$ cat config.mk
export PLATFORM = sky130hd
export DESIGN_NAME = multi_flip_flop
export DESIGN_NICKNAME = d
export VERILOG_FILES = /design/src/rtl/multi_flip_flop_pkg.sv /design/src/rtl/ff_next_state_cell.sv /design/src/rtl/multi_flip_flop.sv
export SDC_FILE = /design/constraint.sdc
export NUM_CORES = 1
export LEC_CHECK = 0
export CAP_MARGIN = 15
export CORE_ASPECT_RATIO = 0.6
export CORE_MARGIN = 2
export CORE_UTILIZATION = 40
export CTS_CLUSTER_SIZE = 24
export DETAILED_ROUTE_END_ITERATION = 8
export PLACE_DENSITY = 0.79
export SYNTH_ARGS = -nofsm -noshare
export SYNTH_HDL_FRONTEND = slang
export SYNTH_HIERARCHICAL = 1
export SYNTH_SLANG_ARGS = --single-unit
$ cat constraint.sdc
create_clock -name clk -period 1.6 [get_ports clk]
set_input_delay 0.48 -clock clk [delete_from_list [all_inputs] [get_ports clk]]
set_output_delay 0.48 -clock clk [all_outputs]
set_load 0.02 [all_outputs]
$ cat src/rtl/multi_flip_flop_pkg.sv
// ----------------------------------------------------------------------------
// multi_flip_flop_pkg
// Shared types and helpers for the configurable multi-mode flip-flop bank.
// The optional sticky SR-illegal flag is compiled in with the macro
// MULTI_FLIP_FLOP_SR_ERR_EN (see multi_flip_flop.sv).
// ----------------------------------------------------------------------------
package multi_flip_flop_pkg;

    // Per-bit behaviour selector; encoding matches the mode input port.
    typedef enum logic [1:0] {
        MODE_JK = 2'b00,
        MODE_D  = 2'b01,
        MODE_T  = 2'b10,
        MODE_SR = 2'b11
    } mode_t;

    // Width of the mode field, for ports that carry the raw encoding.
    localparam int MODE_W = 2;

    // Convert the raw 2-bit port value into the enum type.
    function automatic mode_t to_mode(input logic [MODE_W-1:0] raw);
        return mode_t'(raw);
    endfunction

    // S and R both asserted in SR mode is the one illegal input combination.
    function automatic logic is_sr_illegal(input mode_t mode,
                                           input logic  s,
                                           input logic  r);
        return (mode == MODE_SR) && s && r;
    endfunction

endpackage : multi_flip_flop_pkg

$ cat src/rtl/ff_next_state_cell.sv
// ----------------------------------------------------------------------------
// ff_next_state_cell
// Purely combinational next-state decode for a single flip-flop bit.
// Inputs a/b are interpreted as J/K, D/-, T/- or S/R depending on mode.
// 'illegal' flags the SR 11 combination; the bit holds in that case.
// ----------------------------------------------------------------------------
module ff_next_state_cell
    import multi_flip_flop_pkg::*;
(
    input  mode_t mode,
    input  logic  a,
    input  logic  b,
    input  logic  q,
    output logic  nxt,
    output logic  illegal
);

    // Decode the next value of this bit from the selected behaviour.
    always_comb begin
        // NOTE: every output gets a default before the case so no path can
        // leave it unassigned and infer a latch.
        nxt     = q;
        illegal = 1'b0;
        case (mode)
            MODE_JK: begin
                case ({a, b})
                    2'b00:   nxt = q;
                    2'b01:   nxt = 1'b0;
                    2'b10:   nxt = 1'b1;
                    default: nxt = ~q;
                endcase
            end
            MODE_D: begin
                nxt = a;
            end
            MODE_T: begin
                nxt = a ? ~q : q;
            end
            MODE_SR: begin
                case ({a, b})
                    2'b01:   nxt = 1'b0;
                    2'b10:   nxt = 1'b1;
                    default: nxt = q;   // hold, and hold on illegal 11
                endcase
                illegal = is_sr_illegal(mode, a, b);
            end
            default: begin
                nxt = q;
            end
        endcase
    end

endmodule : ff_next_state_cell

$ cat src/rtl/multi_flip_flop.sv
// ----------------------------------------------------------------------------
// multi_flip_flop
// Bank of WIDTH independent flip-flops sharing one mode select, with a
// synchronous active-high clear, an update enable, a registered per-bit
// change indicator and a combinational inverted output.
//
// Optional feature: define MULTI_FLIP_FLOP_SR_ERR_EN to add the err_clr input
// and the sticky sr_err output, which records any enabled SR-mode edge that
// saw S and R asserted together on some bit.
// ----------------------------------------------------------------------------
module multi_flip_flop
    import multi_flip_flop_pkg::*;
#(
    parameter int               WIDTH       = 8,
    parameter logic [WIDTH-1:0] RESET_VALUE = '0
) (
    input  logic             clk,
    input  logic             clr,
    input  logic             en,
    input  logic [1:0]       mode,
    input  logic [WIDTH-1:0] a,
    input  logic [WIDTH-1:0] b,
    output logic [WIDTH-1:0] q,
    output logic [WIDTH-1:0] q_bar,
    output logic [WIDTH-1:0] changed
`ifdef MULTI_FLIP_FLOP_SR_ERR_EN
    ,
    input  logic             err_clr,
    output logic             sr_err
`endif
);

    mode_t            w_mode;
    logic [WIDTH-1:0] w_nxt;
    logic [WIDTH-1:0] w_illegal;

    logic [WIDTH-1:0] r_q;
    logic [WIDTH-1:0] r_changed;

    // Mode is used on the same edge it is sampled, no pipelining.
    assign w_mode = to_mode(mode);

    // One next-state cell per bit; bits never interact.
    for (genvar i = 0; i < WIDTH; i++) begin : g_bit
        ff_next_state_cell u_cell (
            .mode    (w_mode),
            .a       (a[i]),
            .b       (b[i]),
            .q       (r_q[i]),
            .nxt     (w_nxt[i]),
            .illegal (w_illegal[i])
        );
    end

    // State and change-indicator registers; clear beats enable and data.
    always_ff @(posedge clk) begin
        // NOTE: sequential state uses non-blocking assignments so every
        // register samples the pre-edge values of the others.
        if (clr) begin
            r_q       <= RESET_VALUE;
            r_changed <= '0;
        end else if (en) begin
            r_q       <= w_nxt;
            r_changed <= w_nxt ^ r_q;
        end else begin
            r_q       <= r_q;
            r_changed <= '0;
        end
    end

`ifdef MULTI_FLIP_FLOP_SR_ERR_EN
    logic r_sr_err;

    // Sticky illegal-SR flag: clear first, then set wins over err_clr.
    always_ff @(posedge clk) begin
        if (clr) begin
            r_sr_err <= 1'b0;
        end else if (en && (|w_illegal)) begin
            r_sr_err <= 1'b1;
        end else if (err_clr) begin
            r_sr_err <= 1'b0;
        end
    end

    assign sr_err = r_sr_err;
`else
    // Without the error flag the illegal decode has no consumer; fold it
    // into a dummy reduction so the intent of ignoring it is explicit.
    logic w_unused_illegal;
    assign w_unused_illegal = ^w_illegal;
`endif

    assign q       = r_q;
    assign q_bar   = ~r_q;
    assign changed = r_changed;

endmodule : multi_flip_flop

Word-level counts from Yosys, hierarchy flattened. Cells that the tools add are included.

Flip-flop bits (word level): 16. Input bits: 21. Output and inout bits: 24. Word-level logic and storage cells: 74.

Eq/ne operators: 19. Muxes and demuxes: 32. Bitwise operators: 11. Reductions and logical operators: 10.

Operator list (count): $pmux W1 S4 (8); $pmux W1 S3 (8); $eq A2 B2 Y1 const B (10); $eq A2 B1 Y1 const B (9); $logic_not A2 Y1 (9); $pmux W1 S2 (8); $not A1 Y1 (9); $mux W1 (8); $not A8 Y8 (1); $xor A8 B8 Y8 (1); $reduce_or A2 Y1 (1).

Depth between registers and ports, before layout. Gate-level depths: netlist of run 1.

Depth after elaboration: 4. Depth in mapped cells: 6.

Cells and area by module. Netlist of run 1, hierarchy kept.

Modules (own cells, without submodules): ff_next_state_cell (instances 8, cells each 10, area each 77.6 sq um, seq. area each 0.0 sq um); multi_flip_flop (instances 1, cells each 60, area each 604.3 sq um, seq. area each 320.3 sq um).

Worst setup path after synthesis of run 1. OpenSTA, ideal clock, no wires.

Kind: input-to-reg. Start: input b[0]. End: register r_changed[0] (netlist: changed[0]). Library setup time: 0.115 ns. Data arrival time: 1.450 ns. Slack: 0.035 ns. Stages on the path: 6. Buffers on the path: 0. Path through: inv_1 -> ha_1 -> mux2i_1 -> a311oi_1 -> xnor2_1 -> nor2_1.

Cells in the longest elaborated chain, start to end: 4. Elaborated cells between the ends (all ways): 7. Those cells by class: eq/ne (2); mux (3); bitwise (1); reduce/logical (1).

Ends and longest elaborated chain: start: declaration (RTL line multi_flip_flop.sv:22) `input logic [WIDTH-1:0] b,`; $eq A2 B2 Y1 (tied with other cells) (RTL line ff_next_state_cell.sv:26, ff_next_state_cell.sv:40); $pmux W1 S3 / $pmux W1 S2 (equally long branches) (RTL line ff_next_state_cell.sv:26, ff_next_state_cell.sv:40); $pmux W1 S4 * (RTL line ff_next_state_cell.sv:24) `case (mode)`; via w_nxt[0] (RTL line multi_flip_flop.sv:34) `logic [WIDTH-1:0] w_nxt;`; $xor A8 B8 Y8 * (RTL line multi_flip_flop.sv:64) `r_changed <= w_nxt ^ r_q;`; end signal: assignment (RTL line multi_flip_flop.sv:64); end: declaration (RTL line multi_flip_flop.sv:38) `logic [WIDTH-1:0] r_changed;`.

The timed path passes the listed nets; every way through them passes the cells marked *. A chain may end at the register's enable or synchronous reset.

Worst setup path in the final report of run 1.
Start: input a[7]. End: register r_q[7] (netlist: q[7]).

Cells in the longest elaborated chain, start to end: 3. Elaborated cells between the ends (all ways): 7. Those cells by class: eq/ne (2); mux (4); reduce/logical (1).

Ends and longest elaborated chain: start: declaration (RTL line multi_flip_flop.sv:21) `input logic [WIDTH-1:0] a,`; $eq A2 B2 Y1 (tied with other cells) (RTL line ff_next_state_cell.sv:26, ff_next_state_cell.sv:40); $pmux W1 S3 / $pmux W1 S2 (equally long branches) (RTL line ff_next_state_cell.sv:26, ff_next_state_cell.sv:40); $pmux W1 S4 * (RTL line ff_next_state_cell.sv:24); via w_nxt[7] (RTL line multi_flip_flop.sv:34); end signal: assignment (RTL line multi_flip_flop.sv:63) `r_q <= w_nxt;`; end signal: assignment (RTL line multi_flip_flop.sv:66) `r_q <= r_q;`; end: declaration (RTL line multi_flip_flop.sv:37) `logic [WIDTH-1:0] r_q;`.

Marks and branches as above.

==> metrics, run 1 <==
Die Area=roughly 3300 sq um; Final Hold Viols=0; status=complete, but fails checks; global route total overflow=0; VDD IR max=between 0.0004 and 0.0005 V; routed length per instance=around 17 microns; clock tree root driver cell=clkbuf_8; Reg2Reg Setup Slack=0.10 ns; antenna violations before repair=0; Antenna Nets Post-Route=0; Max Clk Rate=616 MHz; routability cong.=around 0.76; Critical R2R Capture=changed[7]$_SDFF_PP0_; H-tree levels=1; drt pass-1 iters=4; overall routing resource usage=0.249; LEAKAGE=around 0.95 nW; min setup slack post-route=-0.0239 ns; syn_nets=around 160; Fin Clk Skew=~0.0018 ns; critical path launch point type=primary input; routed vias/inst=approximately 5.6; Slew @ Worst Pin=roughly 0.34 ns; WHS Path Cells=3; Worst Path Required=roughly 1.8 ns; Max Slew Vio Count=0; Post-Route Setup TNS=-0.0374 ns; CTS Buf Count=3; cts-stage hold buffer count=0; Worst path top cell family by delay=buffers and inverters; area grow syn2layout=83.8%; crit-path max FO=2; vias in the first global route=1,391; Core Area=~2600 sq um; initial core utilization=0.439; first-pass GRT wire length=between 6000 and 7000 microns; hpwl dp=around 2200 microns; initial drt markers=67; IO Port Bufs=44; Worst slew margin=0.773; final core occ=0.806; CP max stage delay=0.31 ns; Tmin final=about 1.6 ns; dpl cell area=1840 sq um; most frequent cells in the layout=35 x dlygate4sd2_1, 26 x buf_4, 24 x nor2_1, 16 x dfxtp_1, 11 x mux2i_1; crit path kind=in2reg; layout cells sized above 1=0.364; die height=roughly 45 microns; pwr/cell area=between 600 and 700 nW/um^2; # clock sinks=16; hold path startpoint=q[3]$_SDFFE_PP0P_; Top Ports=45; Hold WC Path Type=reg2reg; final instance area=about 2100 sq um; Final Setup Violations=2; max cap viols=0; via count=between 1,000 and 1,500; Post-Route WL=between 4000 and 5000 microns; Residual DRC=0; crit end category=register; failing checks=setup timing; reg2reg path depth=7; Synth Cell Area=roughly 1100 sq um; Clk Latency, worst-skew pair=between 0.2 and 0.3 ns; Die Wd=around 73 microns; Site Rows=14; Syn Inst Count=around 130; worst path cell trace=clkdlybuf4s15_1, ha_4, mux2i_2, a311oi_2, buf_4, mux2i_4, nor2_1; most common cell after layout, fill and taps aside=dlygate4sd2_1; Clock transition at path regs=0.07 ns; ratio of final minimum period to clock period=1.01; pin count of the biggest net entering global routing=13; ant diodes=0; data arrival time of the critical path=1.77 ns; CTS max path bufs=2; fill cell total of the finished layout=167; Slowest cell on crit path=ha_4; Avg Inst Size Synth=just under 9 sq um; Bufs and invs on worst path=2; Worst Hold Path EP=changed[3]$_SDFF_PP0_; Worst R2R Start=q[7]$_SDFFE_PP0P_; yosys warns=6; Layout Nets=between 200 and 250; CTS tree=done
## power breakdown
part / leakage (nW) / total (mW) / switching (mW) / internal [mW]
sequential: 0.132 / 0.450 / 0.0189 / 0.431
clock: 0.0288 / 0.365 / 0.147 / 0.219
combinational: 0.794 / 0.619 / 0.311 / 0.307
## repair_timing
action | 4_1_cts | 5_1_grt
gates cloned | 2 | 1
buffers inserted | 0 | 1
pin swaps | 18 | 9
setup endpoints to repair | 40 | 8
resized for setup | 62 | 19
## cell type report
class	instances	area [sq um]	share of cell area
multi-input combinational	97	902	0.429
clock buffer	4	55.1	0.0262
sequential	16	320	0.152
inverter	16	60.1	0.0285
tap	32	40.0	0.0190
timing repair buffer	76	727	0.345
## stage by stage
step	cells	hold WS, ns	setup WS [ns]	total power, mW
final	241	0.687	-0.0239	1.43
after floorplan	132	0.654	0.0349	0.717
after CTS	239	0.679	0.0660	1.37
after detailed placement	233	0.656	-0.572	0.996
after global placement	233	0.643	-0.502	0.976
after global routing	241	0.721	-0.0299	1.49
## tightest hold or removal path, cell delays in order, from the launching register on
cell and delay, ns:
dfxtp_1 0.35, buf_4 0.15, xnor2_1 0.07, nor2_1 0.08
## metal layers
layer  global-route usage  wire (microns)  vias up
met1                0.274            1690      628
met2                0.463            1950       76
li1                     -               -      624
met5                    0               0        -
met3               0.0642             407       12
met4                0.107              85        0
## state kept, by name (all words and copies together) (netlist names)
signal / count
changed: 8
q: 8
## how the worst max path moves through the flow
stage / startpoint / to / slack [ns] / cells after the start
CTS: mode[1] / changed[3]$_SDFF_PP0_ / 0.07 / 7
finish: a[7] / q[7]$_SDFFE_PP0P_ / -0.02 / 7
global route: a[7] / q[7]$_SDFFE_PP0P_ / -0.03 / 7
global placement: b[5] / changed[5]$_SDFF_PP0_ / -0.50 / 7
detailed placement: b[7] / changed[7]$_SDFF_PP0_ / -0.57 / 7
floorplan: b[0] / changed[0]$_SDFF_PP0_ / 0.03 / 6
Power figures use the tool's default switching activity.
==> inputs of run 2 (changes only) <==
--- a/config.mk
+++ b/config.mk
@@ -8,10 +8,12 @@
 export CAP_MARGIN = 15
 export CORE_ASPECT_RATIO = 0.6
 export CORE_MARGIN = 2
-export CORE_UTILIZATION = 40
+export CORE_UTILIZATION = 41
+export CTS_BUF_LIST = sky130_fd_sc_hd__clkbuf_4 sky130_fd_sc_hd__clkbuf_8
 export CTS_CLUSTER_SIZE = 24
 export DETAILED_ROUTE_END_ITERATION = 8
-export PLACE_DENSITY = 0.79
+export PLACE_DENSITY = 0.81
+export SLEW_MARGIN = 10
 export SYNTH_ARGS = -nofsm -noshare
 export SYNTH_HDL_FRONTEND = slang
 export SYNTH_HIERARCHICAL = 1
==> metrics, run 2 (same netlist as run 1, synthesis figures left out) <==
Layout Nets=236 (-1.3%); final core occ=0.792 (-0.0143); initial core utilization=0.445 (+0.00597); CTS tree=done; hold path startpoint=q[4]$_SDFFE_PP0P_; ratio of final minimum period to clock period=0.987 (-0.0279); Fin Clk Skew=0.00552 ns (+0.00368 ns); Post-Route WL=3900 microns (-5.8%); Worst Path Required=1.74 ns (about the same); most frequent cells in the layout=36 x dlygate4sd2_1, 24 x nor2_1, 23 x buf_4, 15 x dfxtp_1, 13 x mux2i_1; crit end category=register; crit-path max FO=2 (unchanged); global route total overflow=0 (unchanged); initial drt markers=38 (-43%); critical path launch point type=primary input; IO Port Bufs=44 (unchanged); pin count of the biggest net entering global routing=13 (unchanged); routed length per instance=16.4 microns (-4.6%); hpwl dp=2250 microns (+0.44%); die height=44.9 microns (-1.1%); Clock transition at path regs=0.07 ns (about the same); Final Setup Violations=0 (-2); Core Area=2570 sq um (-1.3%); clock tree root driver cell=clkbuf_8; Residual DRC=0 (unchanged); Max Clk Rate=633 MHz (+2.8%); antenna violations before repair=0 (unchanged); layout cells sized above 1=0.350 (-0.0141); crit path kind=in2reg; routability cong.=0.718 (-5.7%); fin cells=238 (-1.2%); data arrival time of the critical path=1.72 ns (-0.05 ns); Cells after DPL=232 (-0.43%); dpl cell area=1840 sq um (-0.41%); Hold WC Path Type=reg2reg; CTS Buf Count=3 (unchanged); Die Wd=72.2 microns (-1.2%); Clk Latency, worst-skew pair=0.26 ns (about the same); worst slack at placement=-0.608 ns (-0.0361 ns); overall routing resource usage=0.245 (-0.00429); # clock sinks=16 (unchanged); final instance area=2040 sq um (-3.1%); status=finished, final reports clean; Site Rows=14 (unchanged); drt pass-1 iters=4 (unchanged); VDD IR max=0.000424 V (-6.4%); area grow syn2layout=78.1%; Slew @ Worst Pin=0.315 ns (-0.0259 ns); Final Hold Viols=0 (unchanged); Pwr Total=1.41 mW (-2.0%); H-tree levels=1 (unchanged); routed vias/inst=5.43 (-2.3%); Worst Setup SP=a[5]; Die Area=3240 sq um (-2.3%); LEAKAGE=0.933 nW (-2.3%); vias in the first global route=1,239 (-11%); cts-stage hold buffer count=0 (unchanged); via count=1,293 (-3.5%); postcts setup bufs=0 (unchanged); min setup slack post-route=0.0208 ns (+0.0447 ns); Worst R2R Start=q[5]$_SDFFE_PP0P_; ant diodes=0 (unchanged); Antenna Nets Post-Route=0 (unchanged); Max Slew Vio Count=0 (unchanged); most common cell after layout, fill and taps aside=dlygate4sd2_1; Top Ports=45 (unchanged); Tmin final=1.58 ns (-0.0447 ns); max cap viols=0 (unchanged); CTS max path bufs=2 (unchanged); first-pass GRT wire length=5930 microns (-3.8%); pwr/cell area=689 nW/um^2 (+1.2%); Worst slew margin=0.790 (+0.0173)
## run 2: worst max-delay path, cell delays in order
cell and delay [ns]:
clkdlybuf4s15_1 0.23, ha_4 0.27, mux2i_2 0.15, a311oi_2 0.29, xnor2_1 0.20, nor2_1 0.09
## run 2: metal layers
layer / GRT usage / vias to the layer above / wire (microns)
met4: 0.0491 / 0 / 37
met1: 0.318 / 620 / 1730
li1: - / 613 / -
met3: 0.0491 / 6 / 254
met2: 0.431 / 54 / 1880
met5: 0 / - / 0
## run 2: stage by stage
stage	setup TNS [ns]	hold slack, ns
finish	0	0.583
global route	-0.0347	0.614
CTS	0	0.581
detailed placement	-8.62	0.586
global placement	-7.58	0.572
floorplan	0	0.654
## run 2: repair_timing
item,4_1_cts,5_1_grt
gates cloned,2,0
pin swaps,17,8
endpoints found under the hold margin,0,0
gates resized for setup,65,15
endpoints found under the setup margin,40,5
## run 2: power by group
part | switching, mW | leakage (nW) | internal (mW)
Sequential | 0.0247 | 0.132 | 0.431
Combinational | 0.292 | 0.772 | 0.287
Clock | 0.152 | 0.0288 | 0.219
## run 2: area by class of cell
| type | instances | area (sq um) |
|---|---|---|
| Sequential cell | 16 | 322 |
| Inverter | 16 | 60.1 |
| Tap cell | 32 | 40.0 |
| Fill cell | 176 | 536 |
| Multi-Input combinational cell | 97 | 878 |
| Clock buffer | 4 | 55.1 |
| Timing Repair Buffer | 73 | 684 |
## run 2: path summary, 6_finish.rpt
kind | to | slack [ns] | cells after the start
worst max-delay path | changed[5]$_SDFF_PP0_ | 0.02 | 6
worst min-delay path | changed[4]$_SDFF_PP0_ | 0.58 | 2
worst max register to register | changed[5]$_SDFF_PP0_ | 0.15 | 6
worst min register to register | changed[4]$_SDFF_PP0_ | 0.58 | 2
